===== config.mk =====
export PLATFORM = sky130hd
export DESIGN_NAME = chargen
export DESIGN_NICKNAME = d
export VERILOG_FILES = /design/src/rtl/chargen_pkg.sv /design/src/rtl/chargen.sv
export SDC_FILE = /design/constraint.sdc
export NUM_CORES = 1
export LEC_CHECK = 0
export BUFFER_PORTS_ARGS = -buffer_cell sky130_fd_sc_hd__buf_2
export CORE_UTILIZATION = 64
export CTS_CLUSTER_DIAMETER = 80
export CTS_CLUSTER_SIZE = 20
export DETAILED_ROUTE_END_ITERATION = 10
export PLACE_DENSITY_LB_ADDON = 0.25
export SYNTH_ARGS = -nofsm -noshare
export SYNTH_HDL_FRONTEND = slang
export SYNTH_SLANG_ARGS = --single-unit

===== constraint.sdc =====
create_clock -name clk -period 3.1 [get_ports clk]
set_input_delay 0.155 -clock clk [delete_from_list [all_inputs] [get_ports clk]]
set_output_delay 0.155 -clock clk [all_outputs]
set_load 0.02 [all_outputs]

===== src/rtl/chargen_pkg.sv =====
// chargen_pkg: shared definitions for the character generator and its
// downstream UART path.
//   - TRUE/FALSE macros shared with the UART transmitter
//   - ASCII constants CR, LF, SP, TILDE
//   - state_t: generator position within a line (S_CHAR, S_CR, S_LF)
`ifndef CHARGEN_TRUE_FALSE_MACROS
`define CHARGEN_TRUE_FALSE_MACROS
`define TRUE  1'b1
`define FALSE 1'b0
`endif

package chargen_pkg;

    localparam logic [7:0] CR    = 8'h0D;
    localparam logic [7:0] LF    = 8'h0A;
    localparam logic [7:0] SP    = 8'h20;
    localparam logic [7:0] TILDE = 8'h7E;

    typedef enum logic [1:0] {
        S_CHAR,
        S_CR,
        S_LF
    } state_t;

endpackage


===== src/rtl/chargen.sv =====
// chargen: RFC 864-style rotating printable-ASCII line generator.
// Each line is LINE_LEN characters followed by CR LF; each new line starts
// one character later in the FIRST_CHAR..LAST_CHAR rotation.
// Ports:
//   clk      in   rising-edge clock
//   n_rst    in   asynchronous active-low reset
//   enable   in   run request (sampled when no byte is pending or on transfer)
//   data     out  byte offered downstream (registered)
//   valid_n  out  active-low: data is valid while low (registered)
//   ready_n  in   active-low: downstream can take a byte while low
module chargen
    import chargen_pkg::*;
#(
    parameter int unsigned LINE_LEN   = 72,
    parameter logic [7:0]  FIRST_CHAR = SP,
    parameter logic [7:0]  LAST_CHAR  = TILDE
) (
    input  logic       clk,
    input  logic       n_rst,
    input  logic       enable,
    output logic [7:0] data,
    output logic       valid_n,
    input  logic       ready_n
);

    localparam logic [6:0] LAST_COL = 7'(LINE_LEN - 1);

    // state/cur/col/line_start describe the NEXT byte to present, so that
    // dropping enable freezes the position and re-enable resumes there.
    state_t     state;
    logic [7:0] cur;
    logic [7:0] line_start;
    logic [6:0] col;

    function automatic logic [7:0] wrap_inc(input logic [7:0] c);
        return (c == LAST_CHAR) ? FIRST_CHAR : c + 8'd1;
    endfunction

    always_ff @(posedge clk or negedge n_rst) begin
        if (!n_rst) begin
            state      <= S_CHAR;
            cur        <= FIRST_CHAR;
            line_start <= FIRST_CHAR;
            col        <= '0;
            data       <= FIRST_CHAR;
            valid_n    <= `TRUE;
        end else if (valid_n == `TRUE || ready_n == `FALSE) begin
            // Slot is free: either nothing pending or the pending byte
            // transfers on this edge.
            if (enable) begin
                valid_n <= `FALSE;
                case (state)
                    S_CHAR: begin
                        data <= cur;
                        cur  <= wrap_inc(cur);
                        col  <= col + 7'd1;
                        if (col == LAST_COL) begin
                            state <= S_CR;
                        end
                    end
                    S_CR: begin
                        data  <= CR;
                        state <= S_LF;
                    end
                    S_LF: begin
                        data       <= LF;
                        line_start <= wrap_inc(line_start);
                        cur        <= wrap_inc(line_start);
                        col        <= '0;
                        state      <= S_CHAR;
                    end
                    default: begin
                        state <= S_CHAR;
                    end
                endcase
            end else begin
                valid_n <= `TRUE;
            end
        end
    end

endmodule


# == Yosys cells after proc, flatten, opt, wreduce, memory -nomap -nowiden ==
# Index checks and enable logic that the tools add are counted.
# word_totals
reg_bits,34
latchBits,0
ram_bits,0
romBits,0
word_cells,32
n_memories,0
# classes
add_sub_neg,3
n_mul,0
div_mod_pow,0
order_cmp,0
n_eq_ne,6
n_shift,0
muxes,8
n_bitwise,1
reduce_logical,8
# ops
cell,count
8-bit one-hot mux with 3 select lines,1
8-bit by 1-bit adder with 8-bit output (second input constant),2
8-bit by 7-bit == test with 1-bit output (second input constant),2
8-bit two-way mux,2
8-bit one-hot mux with 2 select lines,1
7-bit one-hot mux with 2 select lines,1
3-bit AND reduction,4
7-bit by 1-bit adder with 7-bit output (second input constant),1
7-bit == test (second input constant),1
2-bit one-hot mux with 2 select lines,1
3-bit nonzero test,1
2-bit by 1-bit == test with 1-bit output (second input constant),1
2-bit == test (second input constant),1
2-bit zero test,1
2-bit two-way mux,1
2-bit != test (second input constant),1
2-bit nonzero test,1
1-bit logical OR,1
1-bit two-way mux,1
1-bit inverter,1

# == Depth between registers and ports, before layout ==
# depth
depth_word,3
depth_mapped,7
ltp_nobuf,6

# == Worst setup path after synthesis ==
# No wires, ideal clock.
# synth_path
path_kind,register to register
start,register valid_n
end,register col[5]
arrival_time_ps,1898
t_required_ps,3022
setup_slack_ps,1124
path_stages_with_launch,7
n_path_buf,2
path_cell_list,dfstp_2 -> nor2b_1 -> buf_2 -> or3_1 -> buf_6 -> or4_1 -> a21oi_1
# synth_via
elab_chain_cells,2
# synth_lines
element,line,text
start: declaration,chargen.sv:22,"output logic valid_n,"
start signal: assignment,chargen.sv:46,valid_n <= `TRUE;
start signal: assignment,chargen.sv:51,valid_n <= `FALSE;
start signal: assignment,chargen.sv:77,valid_n <= `TRUE;
1-bit logical OR (no line),-,
3-bit AND reduction (no line),-,
end signal: assignment,chargen.sv:56,col <= col + 7'd1;
end: declaration,chargen.sv:33,logic [6:0] col;
# Every way passes these cells.
# A chain may end at the register's enable or synchronous reset.

# == Worst setup path in the final report ==
# layout_path
start,register state[0]
end,register col[6]
# layout_via
elab_chain_cells,3
# layout_lines
element,line,text
start: declaration,chargen.sv:30,state_t state;
start signal: assignment,chargen.sv:41,state <= S_CHAR;
start signal: assignment,chargen.sv:58,state <= S_CR;
start signal: assignment,chargen.sv:63,state <= S_LF;
2-bit == test or 2-bit zero test (tied branches),chargen.sv:52,case (state)
2-bit nonzero test (no line),-,
3-bit AND reduction (no line),-,
# Parallel ways exist; a longest one is shown, timed or not.

==> results.toml <==
[outcome]
violations = "design-rule violations"
status = "finished with violations"

[place]
place_area_mm2 = 0.00206
dp_hpwl_um = 3210
io_buffers = 12
globalplace.congestion = 0.898

[routing]
wl_um = 4440
drc = 1
drt_iter0_drc = 146
postRouteAntennaNets = 0
via_count = 1737
drtPass1Iterations = 9
viasPerCell = 6.60
routedWlPerCell_um = 16.9

[global_route]
first_global_vias = 1651
grt_max_degree = 35
grt_pass1_wl_um = 7520
grt.total_usage = 0.297
antenna_found_initial = 0
grt-ovfl-total = 0

[sta]
skew_ps = 10.3
rsz0062_at_grt = "no"
finalSetupViolCount = 0
maxSlewHeadroom = 0.495
drv_slew = 0
post-route-min-period_ps = 2160
tns_ps = 0
worst_pin_slew_ps = 752
post-route-period-util = 0.698
hold_viol_final = 0
timing.fmax_ghz = 0.462

[clocking]
cts.clk_slew.worst_paths_ps = 100
clockRootBuffer = "clkbuf_4"
htree_levels = 2
cts_resized = 0
cts_buffers = 5
clock_path_buffers = 2
clk_latency_ps = 350
cts_tree = "yes"
clock_sinks = 34

[cells_and_area]
seqCellArea_um2 = 856
drive_gt1_frac = 0.129
layout.nets = 244
insertedDiodeCount = 0
postLayoutCellArea_mm2 = 0.00215
fillCellCount = 217
multiInputGateArea_mm2 = 0.00106
area_delta_synth_final_pct = 7.45

[die]
io-pin-count = 13
dieHeight_um = 57.9
rows = 19
start_util = 0.700
coreArea_mm2 = 0.00285
dieArea_mm2 = 0.00335
die_x_um = 57.9

[setup_path]
crit_fanout = 11
worst_ep_arrival_time_ps = 2430
cp-start-kind = "register"
crit_path_end_kind = "register"
cp.required_ps = 3360
path_class = "register to register"

[yosys]
ys_ff_latch = 34
synth_fp_nets = 233
synth-edff-count = 0
synth_top_area_frac = 0.376
synth-main-ff-cell = "dfrtp_1"
async_reset_ff_frac = 1.00
yosysSeqAreaShare = 0.428
synth_area_mm2 = 0.00200
yosysWarningCount = 0
netlist_top_cells_count = "dfrtp_1 (30), nand2_1 (30), o21ai_0 (23), nor2_1 (12), a21oi_1 (10)"
synth.distinct_cells = 51
syn-instance-count = 220
syn_avg_cell_area_um2 = 9.08
synth_area_leaders = "dfrtp_1 (38%), o21ai_0 (5.8%), ha_1 (5.6%), nand2_1 (5.6%), dfstp_2 (5.3%)"
synth.largest_area_cell = "dfrtp_1"

[power]
vdd_drop_max_mv = 0.433
power_density_mw_per_mm2 = 735
static-leakage-power_nw = 0.936

[flow_run]
maxCapViolations = 0

[min_path]
hp-class = "input port to register"
per-stage QoR:
stage	total power [mW]	instances	utilization	hold slack, ps	setup WS (ps)
CTS	1.58	263	0.753	11.8	958
detailed placement	1.27	254	0.721	260	999
global route	1.68	263	0.753	22.8	830
floorplan	1.10	220	-	-141	1120
global placement	1.23	254	0.721	253	1130
finish	1.58	263	0.753	30.5	935
state kept, by name, summed over array words and instances (netlist names):
signal      count
cur             8
line_start      8
state           2
col             7
valid_n         1
data            8
what timing repair did:
item,CTS,global route
hold endpoints to repair,30,0
setup endpoints to repair,0,0
hold buffers,1,0
buffers inserted,0,0
routing by layer:
metal / global-route usage / wire length [µm] / vias to the layer above
met5: 0 / 0 / -
met4: 0.102 / 63 / 0
met3: 0.0781 / 225 / 5
met2: 0.473 / 2110 / 68
met1: 0.396 / 2050 / 837
li1: - / - / 827
placed cells by master (no fill, tap or decap), drive strengths merged, types with 5 or more instances in the layout:
cell type,Yosys,final
clkbuf,7,8
inv,9,9
nand2b,5,5
nor2,12,12
dfrtp,30,30
nor3,5,5
o21ai,23,23
nand2,30,30
buf,3,13
mux2i,5,5
a21oi,10,10
ha,9,9
nand3,7,7
power by group:
part           leakage, nW  switching [mW]  total (mW)  internal [mW]
Combinational        0.454           0.319       0.543          0.225
Sequential           0.437           0.151       0.730          0.579
Clock               0.0446           0.150       0.305          0.155
worst max-delay path: stages (launching register included):
cell	delay, ps
dfrtp_1	420
inv_1	120
ha_1	220
nor2_1	110
or3_1	490
or4_1	570
a21oi_1	160
path summary, 6_finish.rpt:
check	from	to	slack [ps]	depth (start not counted)
worst min-delay path	enable	valid_n$_DFFE_PN1P_	30	2
worst min register to register	data[4]$_DFFE_PN0P_	data[4]$_DFFE_PN0P_	480	2
worst max register to register	state[0]$_DFFE_PN0P_	col[6]$_DFFE_PN0P_	940	6
worst max-delay path	state[0]$_DFFE_PN0P_	col[6]$_DFFE_PN0P_	940	6
max in group asynchronous	n_rst	col[3]$_DFFE_PN0P_	2220	2
min in group asynchronous	n_rst	col[1]$_DFFE_PN0P_	400	2
cells by family after synthesis:
group,count (synthesis),share of synthesized area
xor gates and xnor gates,4,0.0175
muxes,8,0.0420
AOI/OAI and AO/OA,61,0.195
DFF,34,0.428
adders and majority gates,9,0.0564
buffers and inverters,19,0.0401
and+or+nand+nor,85,0.221
final cells by class:
class,instances,share of cell area
repair buffers,14,0.0361
flip-flops and latches,34,0.399
multi-input cells,167,0.495
inverters,9,0.0157
well taps,31,0.0181
clock buffers,8,0.0367
Power figures use the tool's default switching activity.
